[src/rtl/fifo_buffer.sv]
// fifo_buffer
// Synchronous FIFO for one transaction lane. It buffers the data stream and
// publishes occupancy status for the downstream flow_control block. Requests
// that cannot be honoured are dropped and reported with one-cycle error pulses.
//
// Ports:
//   clk           - sole clock, all state updates on the rising edge
//   reset         - synchronous, active-high reset (wins over any request)
//   Fifo_wr       - write request, data_in is stored when accepted
//   Fifo_rd       - read request, oldest word moves to data_out when accepted
//   data_in       - write data
//   data_out      - registered read data, holds its value between reads
//   valid_out     - data_out carries a word popped at the last edge
//   Fifo_full     - occupancy == LENGTH
//   Fifo_empty    - occupancy == 0
//   almost_full   - occupancy >= ALMOST_FULL
//   almost_empty  - occupancy <= ALMOST_EMPTY
//   err_overflow  - one-cycle pulse, a write was dropped
//   err_underflow - one-cycle pulse, a read was dropped
module fifo_buffer #(
  parameter int BITNUMBER    = 6,
  parameter int LENGTH       = 4,
  parameter int ALMOST_FULL  = 3,
  parameter int ALMOST_EMPTY = 1
) (
  input  logic                 clk,
  input  logic                 reset,
  input  logic                 Fifo_wr,
  input  logic                 Fifo_rd,
  input  logic [BITNUMBER-1:0] data_in,
  output logic [BITNUMBER-1:0] data_out,
  output logic                 valid_out,
  output logic                 Fifo_full,
  output logic                 Fifo_empty,
  output logic                 almost_full,
  output logic                 almost_empty,
  output logic                 err_overflow,
  output logic                 err_underflow
);

  localparam int PTR_W = $clog2(LENGTH);
  localparam int CNT_W = PTR_W + 1;

  localparam logic [CNT_W-1:0] LEN_C = CNT_W'(LENGTH);
  localparam logic [CNT_W-1:0] AF_C  = CNT_W'(ALMOST_FULL);
  localparam logic [CNT_W-1:0] AE_C  = CNT_W'(ALMOST_EMPTY);
  localparam logic [PTR_W-1:0] PTR_ONE = PTR_W'(1);
  localparam logic [CNT_W-1:0] CNT_ONE = CNT_W'(1);

  logic [BITNUMBER-1:0] memQ [LENGTH];

  logic [PTR_W-1:0]     wptrQ, wptrD;
  logic [PTR_W-1:0]     rptrQ, rptrD;
  logic [CNT_W-1:0]     countQ, countD;
  logic [BITNUMBER-1:0] dataOutQ, dataOutD;
  logic                 validQ, validD;
  logic                 ovfQ, ovfD;
  logic                 unfQ, unfD;

  logic rdOk;
  logic wrOk;

  // Status is a pure decode of the registered occupancy, so flow_control
  // never sees a combinational path from the request inputs.
  assign Fifo_full    = (countQ == LEN_C);
  assign Fifo_empty   = (countQ == '0);
  assign almost_full  = (countQ >= AF_C);
  assign almost_empty = (countQ <= AE_C);

  assign data_out      = dataOutQ;
  assign valid_out     = validQ;
  assign err_overflow  = ovfQ;
  assign err_underflow = unfQ;

  // Accept decisions and next-state values. A write into a full FIFO is
  // still taken when a read frees a slot in the same cycle; a read of an
  // empty FIFO is always dropped, even alongside a write (no fall-through).
  always_comb begin
    rdOk     = Fifo_rd & ~Fifo_empty;
    wrOk     = Fifo_wr & (~Fifo_full | rdOk);

    wptrD    = wptrQ;
    rptrD    = rptrQ;
    countD   = countQ;
    dataOutD = dataOutQ;
    validD   = 1'b0;
    ovfD     = Fifo_wr & ~wrOk;
    unfD     = Fifo_rd & ~rdOk;

    if (wrOk) begin
      wptrD = wptrQ + PTR_ONE;
    end

    if (rdOk) begin
      dataOutD = memQ[rptrQ];
      rptrD    = rptrQ + PTR_ONE;
      validD   = 1'b1;
    end

    case ({wrOk, rdOk})
      2'b10:   countD = countQ + CNT_ONE;
      2'b01:   countD = countQ - CNT_ONE;
      default: countD = countQ;
    endcase
  end

  // Control and output registers; reset takes priority over any request.
  always_ff @(posedge clk) begin
    if (reset) begin
      wptrQ    <= '0;
      rptrQ    <= '0;
      countQ   <= '0;
      dataOutQ <= '0;
      validQ   <= 1'b0;
      ovfQ     <= 1'b0;
      unfQ     <= 1'b0;
    end else begin
      wptrQ    <= wptrD;
      rptrQ    <= rptrD;
      countQ   <= countD;
      dataOutQ <= dataOutD;
      validQ   <= validD;
      ovfQ     <= ovfD;
      unfQ     <= unfD;
    end
  end

  // Storage has no reset; its contents only become visible through rdOk,
  // which requires a prior accepted write after reset.
  always_ff @(posedge clk) begin
    if (!reset && wrOk) begin
      memQ[wptrQ] <= data_in;
    end
  end

endmodule
[config.mk]
export PLATFORM = sky130hd
export DESIGN_NAME = fifo_buffer
export DESIGN_NICKNAME = d
export VERILOG_FILES = /design/src/rtl/fifo_buffer.sv
export SDC_FILE = /design/constraint.sdc
export NUM_CORES = 1
export LEC_CHECK = 0
export CAP_MARGIN = 20
export CORE_UTILIZATION = 53
export CTS_BUF_LIST = sky130_fd_sc_hd__clkbuf_16
export DETAILED_ROUTE_END_ITERATION = 10
export PLACE_DENSITY = 0.79
export SLEW_MARGIN = 20
export SYNTH_ARGS = -nofsm -noshare
export SYNTH_HDL_FRONTEND = slang
export SYNTH_SLANG_ARGS = --single-unit
[constraint.sdc]
create_clock -name clk -period 2.3 [get_ports clk]
set_clock_uncertainty 0.2 [all_clocks]
set_input_delay 0.69 -clock clk [delete_from_list [all_inputs] [get_ports clk]]
set_output_delay 0.69 -clock clk [all_outputs]
set_load 0.005 [all_outputs]
==> results list <==
- Result of the run: finished, final reports clean
* Die extent in x: 59.20 µm
* Placement Rows: 20
- Area share of the largest cell type after synthesis: 41.56%
- Logic depth of the worst path, buffers included: 5
- STA puts the critical path data arrival time at 2.14 ns.
* Via count normalized by instance count: 5.167
- Area of the die: 3505 µm²
* Clock latency of the later-clocked register in the worst-skew pair: 0.28 ns
- The tool flagged a number of max-cap violations equal to 0.
- After routing, the total negative slack on setup checks comes to 0 ns.
- Avg Inst Size Synth: 12.66 µm²
- Timing analysis after detailed placement gives a worst setup slack of -0.02942 ns.
- The worst path uses 96.05% of the clock period.
- Max-Slew Margin vs Limit: 68.55%
- Summed over all layers, the global routing overflow is 0.
- Critical Path RT: 2.23 ns
- Clock-pin slew on the worst setup and hold paths: 0.06 ns
- Main combinational cell family by area after synthesis: simple AND/OR/NAND/NOR gates
* Synthesized netlist cell count: 137
- Fraction of the mapped netlist area in compound gates: 6.854%
* Post-route antenna net violation count: 0
* Synth area leader: edfxtp_1
* Hold buffers post-CTS: 0
* Post-layout nets: 189
- Post-Synth Simple-Gate Area: 12.05%
- Port Buffers: 22
- Post-DR wirelength/cell: 15.62 µm
* Gr usage total: 22.55%
- Counting flops with a built-in enable in the synthesized netlist gives 24.
* Total clock sinks: 40
- Post-synthesis cell type count: 35
- F_max: 452.7 MHz
- Cell Area, Synth: 1734 µm²
- Root buf cell: clkbuf_16
- Entering global routing, the biggest net connects 16 pins.
- Category of the critical setup timing path: input pin to flip-flop
- For this run, design rule violations remaining after detail routing come to 0.
- Number of warning messages in the yosys log: 0
- Critical-path cell list: clkdlybuf4s50_1, buf_4, nand2b_1, o22ai_1, o41ai_1
- Setup repair after global routing left no endpoint under its margin.
- Once routing completed, OpenROAD measured the worst setup slack at 0.09079 ns.
- Ranked by total cell area, the synthesized netlist is headed by edfxtp_1 (42%), dfxtp_1 (18%), mux4_2 (7.8%).
* Launching point of the worst reg2reg path: countQ[1]$_SDFFE_PP0P_
* Synthesis-to-finish area growth: 28.72%
- Layout cell share with drive strength beyond 1: 21.05%
- CTS built an H-tree with a depth of 2.
- Hold is met by 0.2560 ns.
- The longest clock path from root to sink contains 2 buffers.
* Sequential-to-total area share from yosys stat: 60.03%
* Worst Max-Slew Pin Slew: 0.4710 ns
* CP max stage delay: 0.52 ns
- The worst register-to-register path has a depth of 7.
- Measured on the finished design, the core utilization comes to 72.52%.
* Critical path capture point: countQ[1]$_SDFFE_PP0P_
* Launching element type of the critical path: input pin
* WP buf/inv: 2
- Ports: 23
- Total count of hold-check failures in the final report: 0
* Number of pins exceeding their max-slew limit in the final report: 0
* Ys flop type: edfxtp_1
* First element of the critical path: Fifo_rd
* Crit. End Element: flip-flop
* Setup-violating endpoint count in the final report: 0
- Synth Register Bits: 40
* Overall routed net length: 3.358 mm
* Family with the most delay on the worst path: buffers and inverters
* Hold/Removal Path Class: flip-flop to flip-flop
* IR Drop Worst-Case VDD: 0.6886 mV
- Core box area: 3078 µm²
- Synthesized net count: 156
- In this run the static leakage power is 0.8381 nW.
* Vias: 1111
- For this run, the detailed router's first-pass iteration total came to 4.
- Share of the synthesized netlist area taken by xor and xnor gates: 1.515%
* Antenna diode count: 0
- Die Span Y: 59.20 µm
- Post-synthesis share of cell area spent on full adders, half adders and majority gates: 7.143%
* Dpl hpwl: 2.281 mm
* Multiplexer share of the synthesized area: 8.369%
- The worst path in the final design needs a cycle of 2.209 ns, including I/O delays and setup.
* Critical-path cell with the highest stage delay: clkdlybuf4s50_1
* Global-route wire length before repair: 5.526 mm
- Dividing total power by cell area gives a power density of 1094 nW/µm².
- The congestion estimate from routability-driven global placement came to 0.7595.
- Vias in the first global route: 1108
- Antenna violations before repair: 0
- Capture point of the worst reg-to-reg path: memQ[0][4]$_DFFE_PP_
- Of all nets on the critical path, the largest fanout is 9.
- TritonCTS built the clock tree.
* Number of CTS-inserted buffers: 5
* DRT iter0 DRCs: 97
* Share of async-settable or async-resettable flops after synthesis: 0%
- The setup check on the worst reg-to-reg path leaves a slack of 0.41 ns.
* Initial core utilization: 56.34%
## flip-flops by register name, indices dropped and copies added, names as in the netlist
register and cells:
memQ 24, rptrQ 2, err_overflow 1, err_underflow 1, valid_out 1, data_out 6, wptrQ 2, countQ 3
## worst reg2reg max path, delay by kind of cell, from the launching register on
family	cells	cell delay, ns
and+or+nand+nor	4	0.63
buffers and inverters	2	0.20
adders and majority gates	1	0.18
DFF	1	0.36
## stage by stage
step	std cells	power, mW	area (µm²)
2_1_floorplan	137	1.336	1734
3_3_place_gp	204	1.579	2033
3_5_place_dp	204	1.611	2033
4_1_cts	215	2.440	2237
5_1_grt	215	2.567	2232
6_report	215	2.441	2232
## cell usage in the layout, fill, tap and decap left out, types with 2 or more instances in the layout
cell | netlist | final
inv_1 | 9 | 7
a21oi_1 | 9 | 9
nand2_1 | 15 | 14
nand2b_1 | 2 | 2
ha_1 | 9 | 8
clkbuf_16 | 0 | 5
mux4_2 | 6 | 6
xnor2_1 | 2 | 2
inv_2 | 0 | 2
nand3_1 | 2 | 2
nor2_1 | 11 | 11
buf_4 | 2 | 11
edfxtp_1 | 24 | 24
dfxtp_2 | 0 | 2
clkdlybuf4s50_1 | 0 | 18
dlygate4sd2_1 | 0 | 3
and2_1 | 5 | 5
a31oi_1 | 2 | 2
dfxtp_1 | 16 | 14
## worst min path at each step
stage,cells past startpoint,to,from,slack (ns)
floorplan,2,data_out[0]$_SDFFE_PP0P_,data_out[0]$_SDFFE_PP0P_,0.25
global placement,2,data_out[3]$_SDFFE_PP0P_,data_out[3]$_SDFFE_PP0P_,0.24
detailed placement,2,data_out[5]$_SDFFE_PP0P_,data_out[5]$_SDFFE_PP0P_,0.25
CTS,2,data_out[5]$_SDFFE_PP0P_,data_out[5]$_SDFFE_PP0P_,0.26
global route,2,data_out[3]$_SDFFE_PP0P_,data_out[3]$_SDFFE_PP0P_,0.28
finish,2,data_out[5]$_SDFFE_PP0P_,data_out[5]$_SDFFE_PP0P_,0.26
## synth_stat cells (all sizes together) (2+ instances only)
master and instances:
clkbuf 3, a21oi 9, dfxtp 16, mux4 6
a31oi 2, o21ai 3, and2 5, nand3 2
ha 9, edfxtp 24, nand2 15, nor3 2
inv 9, nor2 11, buf 4, nand2b 3
xnor2 2
## kinds of logic (layout without fill, tap and decap cells)
logic type,count (synthesis),after routing
buffers and inverters,16,50
adders and majority gates,10,10
and+or+nand+nor,42,42
DFF,40,40
muxes,7,7
AOI/OAI and AO/OA,19,19
xor gates and xnor gates,3,3
## cell type report
| cell class | count | area, µm² |
|---|---|---|
| fill | 209 | 845.8 |
| clock inverter | 3 | 42.54 |
| inverter | 9 | 33.78 |
| sequential | 40 | 1044 |
| tap | 44 | 55.05 |
| clock buffer | 5 | 125.1 |
| multi-input combinational | 81 | 638.1 |
| timing repair buffer | 33 | 294.0 |
## power breakdown
part	total [mW]	switching [mW]	internal (mW)	leakage, nW
Clock	0.771	0.262	0.509	0.0814
Sequential	0.918	0.0712	0.847	0.350
Combinational	0.753	0.351	0.401	0.407
## routing by layer
layer | vias up | track usage (%) | routed length [µm]
li1 | 548 | - | -
met1 | 520 | 28.89 | 1438
met2 | 38 | 36.28 | 1698
met3 | 5 | 6.987 | 173
met4 | 0 | 7.823 | 48
met5 | - | 0 | 0
## what timing repair did
| item | CTS | global route |
|---|---|---|
| setup buffers | 3 | 0 |
| pin swaps | 1 | 1 |
| endpoints found under the setup margin | 4 | 1 |
| resized for setup | 12 | 2 |
(Power assumes the default switching activity.)
==> patch 1 (config.mk and constraints unchanged) <==
Make the reset (`reset`) asynchronous in one clocked block. Comments in the files are not updated.
--- a/src/rtl/fifo_buffer.sv
+++ b/src/rtl/fifo_buffer.sv
@@ -106,5 +106,5 @@
 
   // Control and output registers; reset takes priority over any request.
-  always_ff @(posedge clk) begin
+  always_ff @(posedge clk or posedge reset) begin
     if (reset) begin
       wptrQ    <= '0;
Formal check against the unedited RTL: differs if reset is asserted again (counterexample within 4 cycles, from zero or initial values and one cycle with reset high); with reset held inactive, the same outputs for 10 cycles.
==> patch 1 against the original RTL <==
Wire length shrank 2.4%. Combinational power grew 43%. Sequential cell count is the same. Synthesized area grew 1.3%. First-iteration DRC count shrank 46%. Setup slack lost 0.055 ns. Die area grew 1.3%. Total power grew 25%. Largest cell class unchanged. Cell area grew 4.5%.
==> patch 1: results <==
metrics = {
    "synth": {
        "ys_types": 26,
        "yosys-top-cells-count": "edfxtp_1 (24), dfrtp_1 (16), inv_1 (10)",
        "seq_area_frac_synth": 0.638,
        "synthTopCellsByArea": "edfxtp_1 (41%), dfrtp_1 (23%), mux4_2 (7.7%)",
        "syn_nets": 135,
    },
    "finish": {
        "drive_above_1_share": 0.296,
        "fin_nets": 177,
        "nFillCells": 212,
    },
    "setup_path": {
        "reg2reg_depth": 8,
        "crit_fanout": 3,
        "cp.arrival_ns": 1.37,
        "critical_path.slowest_cell": "dfrtp_1",
        "cpPeakStageDelay_ns": 0.39,
    },
    "grt": {
        "grt_start_max_net_pins": 17,
        "track_usage": 0.225,
        "grt_pass1_vias": 1077,
    },
    "power": {
        "leakage_nw": 0.972,
        "ir_drop_mv": 0.764,
    },
    "route": {
        "drt_iter0_markers": 52,
        "wl_um": 3280,
        "dr.pass1.iters": 4,
        "viasPerCell": 5.17,
    },
    "placed_design": {
        "place_ws_ns": -0.105,
        "post-dp-hpwl_um": 2300,
    },
    "worst_hold_path": {
        "worstHoldPathCells": 1,
        "hp-class": "reg2reg",
    },
    "run_status": {
        "status": "finished, final reports clean",
    },
    "sta": {
        "relSlewSlack": 0.699,
    },
}
==> patch 1: cell types whose count changed after synthesis, moves of 3 or more <==
cell | unedited run | this run
o21ai_0 | 2 | 7
nand2_1 | 15 | 4
dfrtp_1 | 0 | 16
dfxtp_1 | 16 | 0
nor2_1 | 11 | 8
mux2_4 | 0 | 6
a21oi_1 | 9 | 4
==> patch 1: power by group <==
group | switching [W] | internal (W) | total, W
combinational | 0.000424 | 0.000654 | 0.00108
sequential | 0.000152 | 0.000940 | 0.00109
clock | 0.000264 | 0.000617 | 0.000881
total | 0.000840 | 0.00221 | 0.00305
==> patch 1: logic make-up after synthesis <==
group,after synthesis,synth area share
muxes,13,0.135
buffers and inverters,14,0.0349
adders and majority gates,9,0.0641
AOI/OAI and AO/OA,16,0.0541
DFF,40,0.638
and+or+nand+nor,20,0.0541
xor gates and xnor gates,4,0.0199
==> patch 1: cell type report <==
class / count / area (µm²) / area share
multi-input cells: 62 / 596 / 0.255
repair buffers: 38 / 329 / 0.141
clock inverters: 3 / 63.8 / 0.0273
clock buffers: 5 / 125 / 0.0536
flip-flops and latches: 40 / 1120 / 0.480
well taps: 44 / 55.1 / 0.0236
inverters: 11 / 43.8 / 0.0188
==> patch 1: critical path: cells and delay by family (launching register included) <==
| family | cells | cell delay [ns] |
|---|---|---|
| buf+inv | 4 | 0.49 |
| flops | 1 | 0.39 |
| fa+ha+maj | 1 | 0.14 |
| simple gates | 1 | 0.06 |
==> patch 1: timing repair <==
action                                  in CTS  in global routing
cloned                                       0                  0
gates resized for setup                     13                  6
pin swaps                                    2                  1
setup buffers                                2                  2
endpoints found under the setup margin       4                  2
==> patch 1: per-layer routing <==
layer,part of all wire,global-route usage,vias up,wire length [µm]
li1,-,-,497,-
met1,0.45,0.305,503,1490
met2,0.47,0.334,41,1540
met3,0.061,0.0830,9,200
met4,0.016,0.0797,0,51
met5,0,0,-,0
==> patch 1: final timing paths <==
kind,start,endpoint,slack [ns]
max,countQ[0],Fifo_empty,0.04
min,data_out[5],data_out[5],0.32
max reg2reg,countQ[0],memQ[0][4],0.30
min reg2reg,data_out[5],data_out[5],0.32
max in group asynchronous,reset,data_out[1],1.15
min in group asynchronous,reset,wptrQ[1],0.55
==> patch 1: stage by stage <==
step                cell area (µm²)  power [W]   util  cells  TNS, ns
floorplan                      1760    0.00167      -    116        0
CTS                            2310    0.00303  0.746    201  -0.0554
finish                         2330    0.00305  0.752    203        0
detailed placement             2100    0.00210  0.677    191    -1.61
global placement               2100    0.00206  0.677    191   -0.539
global route                   2330    0.00323  0.752    203        0
==> patch 2 (config.mk and constraints unchanged) <==
Made on the original files. Change the parameter `BITNUMBER` from 6 to 7.
--- a/src/rtl/fifo_buffer.sv
+++ b/src/rtl/fifo_buffer.sv
@@ -19,5 +19,5 @@
 //   err_underflow - one-cycle pulse, a read was dropped
 module fifo_buffer #(
-  parameter int BITNUMBER    = 6,
+  parameter int BITNUMBER    = 7,
   parameter int LENGTH       = 4,
   parameter int ALMOST_FULL  = 3,
Ports: changed (resized data_in and data_out); port bits go from 23 to 25. No check against the original RTL was run, so the function may have changed too.
==> patch 2 against the original RTL <==
Total power up 5.1%. Combinational power up 8.8%. First-iteration DRC count down 18%. Count of clock-buffer cells in the layout unchanged. Cell area up 7.3%. Sequential cell count up 5. Core utilization down 1.3 points. Sequential share of layout area up 2.7 points. Wire length up 3.4%. Setup slack worse by 0.019 ns. Maximum frequency down 0.86%. Synthesized area up 8.4%. Critical path type unchanged. Highest routed layer unchanged.
==> patch 2: results <==
metrics = {
    "grt": {
        "track_usage": 0.211,
        "use_met3": 0.0777,
        "grt_first_pass_wirelength_um": 5260,
        "grt_use_met2": 0.324,
        "grtUsageMet1": 0.235,
        "grt_pass1_vias": 1200,
        "grt_start_max_net_pins": 17,
    },
    "setup_path": {
        "crit_fanout": 7,
        "reg2reg_depth": 10,
        "ff2ff_setup_slack_ns": 0.34,
        "worstSetupStartpoint": "Fifo_rd",
        "cpPeakStageDelay_ns": 0.54,
        "path_delay_family": "simple AND/OR/NAND/NOR gates",
        "cp.arrival_ns": 1.99,
        "endpoint": "memQ[1][0]",
        "timing.rr.end": "countQ[2]",
    },
    "placed_design": {
        "portBuffers": 24,
        "post-dp-hpwl_um": 2400,
        "place_congestion": 0.785,
    },
    "synth": {
        "muxShareOfSynthArea": 0.0839,
        "synthAdderAreaFrac": 0.0666,
        "ys_types": 26,
        "async_reset_ff_frac": 0,
        "synth_edf_count": 28,
        "syn_nets": 163,
        "synth_xor_area_frac": 0.00932,
        "synthTopCellsByArea": "edfxtp_1 (45%), dfxtp_1 (18%), mux4_2 (8.4%)",
        "seq_area_frac_synth": 0.628,
        "yosys-top-cells-count": "edfxtp_1 (28), dfxtp_1 (17), a21oi_1 (13)",
    },
    "finish": {
        "fin_nets": 198,
        "n_all_buffers": 36,
        "seq_area_frac": 0.495,
        "nFillCells": 239,
        "final-nonclk-buf-share": 0.137,
        "drive_above_1_share": 0.185,
        "largest_reg_flops": 28,
        "multiInputGateArea_um2": 637,
        "final-clk-cell-share": 0.0627,
        "multi_input_cells": 80,
        "seq_cells": 45,
    },
    "route": {
        "wl_per_cell_um": 15.5,
        "wl_met2_um": 1670,
        "drt_iter0_markers": 80,
        "wl_met1_um": 1490,
        "wl_met3_um": 194,
        "viasPerCell": 5.54,
    },
    "power": {
        "leakage_nw": 0.894,
        "ir_drop_mv": 0.651,
    },
    "run_status": {
        "status": "finished, final reports clean",
    },
    "clocking": {
        "cts_resized": 8,
        "cts.path.max_buffers": 2,
        "post_cts.repair.setup_buffers": 1,
    },
    "worst_hold_path": {
        "min_delay_worst_endpoint": "data_out[4]",
    },
}
-- patch 2: cell count changes after synthesis, moves of 3 or more --
| cell | change |
|---|---|
| a21oi_1 | +4 |
| clkbuf_1 | +3 |
| edfxtp_1 | +4 |
| nand2_1 | -14 |
| nand3_1 | +8 |
| nor2_1 | -3 |
| o21ai_0 | +6 |
| o21ai_1 | +4 |
-- patch 2: where the power goes --
part | internal [W] | switching, W
clock network | 0.000410 | 0.000305
logic | 0.000425 | 0.000394
registers | 0.000954 | 0.0000789
total | 0.00179 | 0.000778
-- patch 2: metrics by stage --
stage	total power [W]	std cells	area, µm²	utilization	setup slack [ns]
after floorplan	0.00151	142	1880	-	0.220
after global placement	0.00179	215	2220	0.660	-0.180
after detailed placement	0.00183	215	2220	0.660	-0.225
after CTS	0.00258	224	2390	0.711	-0.118
after global routing	0.00270	224	2390	0.712	0.00877
final	0.00257	224	2390	0.712	0.0716
